**config.mk**
```make
export PLATFORM = sky130hd
export DESIGN_NAME = vluint7_decoder
export DESIGN_NICKNAME = d
export VERILOG_FILES = /design/src/rtl/vluint7_decoder.sv
export SDC_FILE = /design/constraint.sdc
export NUM_CORES = 1
export LEC_CHECK = 0
export CORE_ASPECT_RATIO = 0.8
export CORE_UTILIZATION = 63
export DETAILED_ROUTE_END_ITERATION = 7
export DONT_BUFFER_PORTS = 1
export GPL_TIMING_DRIVEN = 0
export PLACE_DENSITY = 0.86
export SYNTH_ARGS = -nofsm -noshare
export SYNTH_HDL_FRONTEND = slang
export SYNTH_SLANG_ARGS = --single-unit
```
**constraint.sdc**
```tcl
create_clock -name clk -period 2.7 [get_ports clk]
set_clock_uncertainty 0.05 [all_clocks]
set_input_delay 0.54 -clock clk [delete_from_list [all_inputs] [get_ports clk]]
set_output_delay 0.54 -clock clk [all_outputs]
set_load 0.05 [all_outputs]
```
**src/rtl/vluint7_decoder.sv**
```systemverilog
// Decodes one unsigned LEB128-style (VLUINT7) integer from a fixed internal byte ROM.
// Returns the zero-extended value and the address of the next encoded integer.
`ifndef MEM_ADDR_WIDTH
`define MEM_ADDR_WIDTH 8
`endif
`ifndef WORD_WIDTH
`define WORD_WIDTH 32
`endif

module vluint7_decoder #(
    parameter int MEM_ADDR_WIDTH = `MEM_ADDR_WIDTH,
    parameter int WORD_WIDTH     = `WORD_WIDTH,
    parameter int MAX_BYTES      = (WORD_WIDTH + 6) / 7
) (
    input  logic                      clk,
    input  logic                      reset,
    input  logic [MEM_ADDR_WIDTH-1:0] addr,
    input  logic                      beg,
    output logic [WORD_WIDTH-1:0]     data,
    output logic [MEM_ADDR_WIDTH-1:0] addr_out,
    output logic                      rd
);

    localparam int SHIFT_W = $clog2(7 * MAX_BYTES + 1);
    localparam int CNT_W   = $clog2(MAX_BYTES + 1);

    typedef enum logic [1:0] {
        IDLE = 2'd0,
        RUN  = 2'd1,
        DONE = 2'd2
    } state_t;

    state_t                    state_r;
    logic [MEM_ADDR_WIDTH-1:0] ptr_r;
    logic [WORD_WIDTH-1:0]     acc_r;
    logic [SHIFT_W-1:0]        shift_r;
    logic [CNT_W-1:0]          cnt_r;

    logic [7:0]                byte_s;
    logic [WORD_WIDTH-1:0]     acc_next_s;
    logic                      last_s;

    // Fixed ROM contents; every location not listed reads as zero.
    function automatic logic [7:0] rom_read(input logic [MEM_ADDR_WIDTH-1:0] a);
        logic [7:0] b;
        case (a)
            MEM_ADDR_WIDTH'(0): b = 8'hEE;
            MEM_ADDR_WIDTH'(1): b = 8'h96;
            MEM_ADDR_WIDTH'(2): b = 8'h01;
            MEM_ADDR_WIDTH'(3): b = 8'h58;
            MEM_ADDR_WIDTH'(4): b = 8'h9D;
            MEM_ADDR_WIDTH'(5): b = 8'hD6;
            MEM_ADDR_WIDTH'(6): b = 8'h06;
            default:            b = 8'h00;
        endcase
        return b;
    endfunction

    // Current byte, accumulator update and end-of-integer detection.
    always_comb begin
        byte_s     = rom_read(ptr_r);
        acc_next_s = acc_r | (WORD_WIDTH'(byte_s[6:0]) << shift_r);
        if (!byte_s[7] || (cnt_r + CNT_W'(1) == CNT_W'(MAX_BYTES))) begin
            last_s = 1'b1;
        end else begin
            last_s = 1'b0;
        end
    end

    // Decoder FSM with registered result outputs.
    always_ff @(posedge clk) begin
        if (reset) begin
            state_r  <= IDLE;
            data     <= {WORD_WIDTH{1'b0}};
            addr_out <= {MEM_ADDR_WIDTH{1'b0}};
            rd       <= 1'b0;
            ptr_r    <= {MEM_ADDR_WIDTH{1'b0}};
            acc_r    <= {WORD_WIDTH{1'b0}};
            shift_r  <= {SHIFT_W{1'b0}};
            cnt_r    <= {CNT_W{1'b0}};
        end else begin
            case (state_r)
                IDLE: begin
                    if (beg) begin
                        ptr_r   <= addr;
                        acc_r   <= {WORD_WIDTH{1'b0}};
                        shift_r <= {SHIFT_W{1'b0}};
                        cnt_r   <= {CNT_W{1'b0}};
                        rd      <= 1'b0;
                        state_r <= RUN;
                    end
                end
                RUN: begin
                    acc_r   <= acc_next_s;
                    ptr_r   <= ptr_r + MEM_ADDR_WIDTH'(1);
                    shift_r <= shift_r + SHIFT_W'(7);
                    cnt_r   <= cnt_r + CNT_W'(1);
                    // A full-length integer terminates even if its last byte says "more".
                    if (last_s) begin
                        data     <= acc_next_s;
                        addr_out <= ptr_r + MEM_ADDR_WIDTH'(1);
                        rd       <= 1'b1;
                        state_r  <= DONE;
                    end
                end
                DONE: begin
                    if (!beg) begin
                        state_r <= IDLE;
                    end
                end
                default: begin
                    state_r <= IDLE;
                end
            endcase
        end
    end

endmodule

```
==> results.toml <==
[final_layout]
multi_input_area_sq_um = 2530
antenna_cells = 0
syn2layout_area_growth_pct = 8.53
drive_gt1_share_pct = 12.4
final_nets = 584
ff_latch_area_sq_um = 1850
n_fill_cell = 545
instances_no_fill = 658

[timing]
setup_viol = 0
hold_viol = 0
worst_slack_ps = 36.9
worst_slew_pin_slew_ps = 796
fmax_mhz = 376
slew_viol_final = 0
max_slew_margin_pct = 46.7
setup_tns_ps = 0
min_period_ps = 2660
whs_ps = 273
fin_crit_sh_pct = 98.6

[floorplan]
die_h_um = 78.4
initial_core_util_pct = 66.0
design.die.area_sq_um = 7630
row_count = 27
die_x_um = 97.4
core-area_sq_um = 6960
io_pins = 52

[setup_path]
endpoint = "data[16]"
cp_num_buf_inv = 2
reg2reg_depth = 8
crit_top_cell = "a211oi_1"
crit_path_end_kind = "register"
startpoint_type = "register"
worstSetupStartpoint = "shift_r[0]"
worstPathArrival_ps = 2840
slowest_delay_ps = 470
timing.rr.end = "data[16]"
r2r_start = "shift_r[0]"
required_ps = 2880
cp.depth = 8
criticalPathCategory = "register to register"
crit_chain = "buf_2 > buf_1 > a21boi_0 > o21ba_2 > a211oi_1 > nor2_1 > a211oi_2 > a211oi_1"
critPathTopFamily = "compound AO/OA/AOI/OAI gates"
cp_max_fo = 10
cp_slowest_cell = "a211oi_1"
r2r_slack_ps = 40

[synthesis]
syn_inst = 555
yosysTopAreaCellShare_pct = 40.1
synth_cell_type_count = 70
seq_area_frac_synth_pct = 40.1
synthArstFlopShare_pct = 0
synth-seq-cells = 92
ys_top_cells_by_area = "dfxtp_1, nor2_1, a21oi_1"
syn_nets = 573
synth_area_per_cell_sq_um = 8.27
syn_area_sq_um = 4590
yosys.cell_count.top_type = "nor2_1"
ys_top_cells_by_count = "nor2_1, dfxtp_1, nand2_1"
synth_ff_type = "dfxtp_1"
synth_edf_count = 0
ys_warn_count = 0
synth_top_cell_by_area = "dfxtp_1"

[global_routing]
grt_max_degree = 17
track_usage_pct = 36.1
grt_overflow = 0
antenna_found_initial = 0
grt_pass1_vias = 4204
grt_pass1_wl_um = 21500

[place]
post-place-ws_ps = -219
place_hpwl_um = 9820
portBuffers = 0
dp_cells = 642
gp_congestion = 0.933

[power_and_ir_drop]
powerDensity_nw_per_um2 = 745
ir_drop_v = 0.000509
total_leakage_power_nw = 1.79

[run]
drv_cap = 0

[routing]
drc = 0
wl_um = 13500
drt-vias-per-instance = 6.77
wl_per_cell_um = 20.6
postRouteAntennaNets = 0
num_vias = 4452
drt_iter0_drc = 315
first_pass_iters = 5

[run_status]
status = "finished, final reports clean"

[clock_tree]
insertion_delay_ps = 370
cts_tree = "yes"
cts_inserted_buffers = 9
clock-sinks = 92
htreeDepth = 3
cts.clk_slew.worst_paths_ps = 90
clockRootBuffer = "clkbuf_8"
clock_path_buffers = 2

[hold_path]
hold_path.class = "primary input to register"
routing by layer:
layer	up-vias	routed length, um	GRT usage, %
li1	2028	-	-
met1	2126	5840	50.0
met2	275	6040	55.5
met3	23	1400	7.93
met4	0	247	13.2
met5	-	0	0
timing repair:
| item | CTS | global route |
|---|---|---|
| endpoints found under the setup margin | 19 | 32 |
| gates resized for setup | 3 | 16 |
| gates cloned | 0 | 0 |
| buffers inserted | 0 | 2 |
| pin swaps | 1 | 2 |
| hold buffers | 0 | 0 |
how the worst min path moves through the flow:
stage	startpoint	end	cells after the start
floorplan	acc_r[30]	acc_r[30]	2
global placement	acc_r[30]	acc_r[30]	2
detailed placement	acc_r[24]	acc_r[24]	2
CTS	addr[2]	ptr_r[2]	2
global route	addr[7]	ptr_r[7]	2
finish	addr[1]	ptr_r[1]	2
registers in the layout (all words and copies together) (netlist names):
register / count
addr_out: 8
rd: 1
acc_r: 32
data: 32
ptr_r: 8
cnt_r: 3
state_r: 2
shift_r: 6
where the power goes:
part / switching (W) / internal [W]
Clock: 0.000518 / 0.000440
Sequential: 0.000290 / 0.00145
Combinational: 0.000673 / 0.000340
layout by cell type (no fill, tap or decap), types with 4 or more instances in the layout:
| cell | Yosys | final |
|---|---|---|
| o21a_1 | 4 | 4 |
| xor2_1 | 4 | 4 |
| or3_1 | 7 | 7 |
| o21ai_0 | 13 | 12 |
| clkbuf_8 | 0 | 9 |
| ha_1 | 7 | 5 |
| a21oi_1 | 31 | 31 |
| nor3_1 | 30 | 29 |
| or2_2 | 5 | 5 |
| nand3_1 | 14 | 14 |
| inv_1 | 10 | 10 |
| a211oi_1 | 19 | 16 |
| a22oi_1 | 5 | 5 |
| buf_1 | 4 | 5 |
| a22o_1 | 4 | 4 |
| a211oi_2 | 1 | 4 |
| clkbuf_1 | 26 | 26 |
| nor3_2 | 3 | 4 |
| a311oi_1 | 11 | 9 |
| buf_4 | 2 | 4 |
| mux2i_1 | 9 | 8 |
| nand2_1 | 37 | 37 |
| buf_2 | 11 | 9 |
| a31oi_1 | 16 | 15 |
| nand2b_1 | 12 | 12 |
| dfxtp_1 | 92 | 90 |
| buf_6 | 5 | 5 |
| o22ai_1 | 4 | 4 |
| nor2_1 | 98 | 98 |
| nor2b_1 | 8 | 8 |
| a41oi_1 | 4 | 4 |
| o2bb2ai_1 | 4 | 4 |
area by class of cell:
type / count / area share, %
Clock inverter: 6 / 1.46
Clock buffer: 10 / 2.56
Multi-Input combinational cell: 403 / 50.9
Buffer: 46 / 4.60
Sequential cell: 92 / 37.1
Inverter: 12 / 0.904
Timing Repair Buffer: 2 / 0.301
Tap cell: 87 / 2.18
kinds of logic after synthesis:
group / after synthesis / synth area share (%)
and+or+nand+nor: 227 / 23.4
AOI/OAI and AO/OA: 151 / 24.0
DFF: 92 / 40.1
buffers and inverters: 60 / 6.19
muxes: 12 / 3.19
adders and majority gates: 7 / 1.91
xor gates and xnor gates: 6 / 1.14
per-stage QoR:
step                      util (%)  instance area, sq um  power, W
after floorplan                  -                  4590   0.00245
after global placement        67.5                  4700   0.00268
after detailed placement      67.5                  4700   0.00271
after CTS                     70.6                  4910   0.00364
after global routing          71.6                  4980   0.00385
final                         71.6                  4980   0.00371
worst register-to-register path, cell delays in order, from the launching register on:
cell and delay, ps:
dfxtp_1 310, buf_2 190, buf_1 370, a21boi_0 230
o21ba_2 240, a211oi_1 470, nor2_1 150, a211oi_2 370
a211oi_1 120
(Power assumes the default switching activity.)
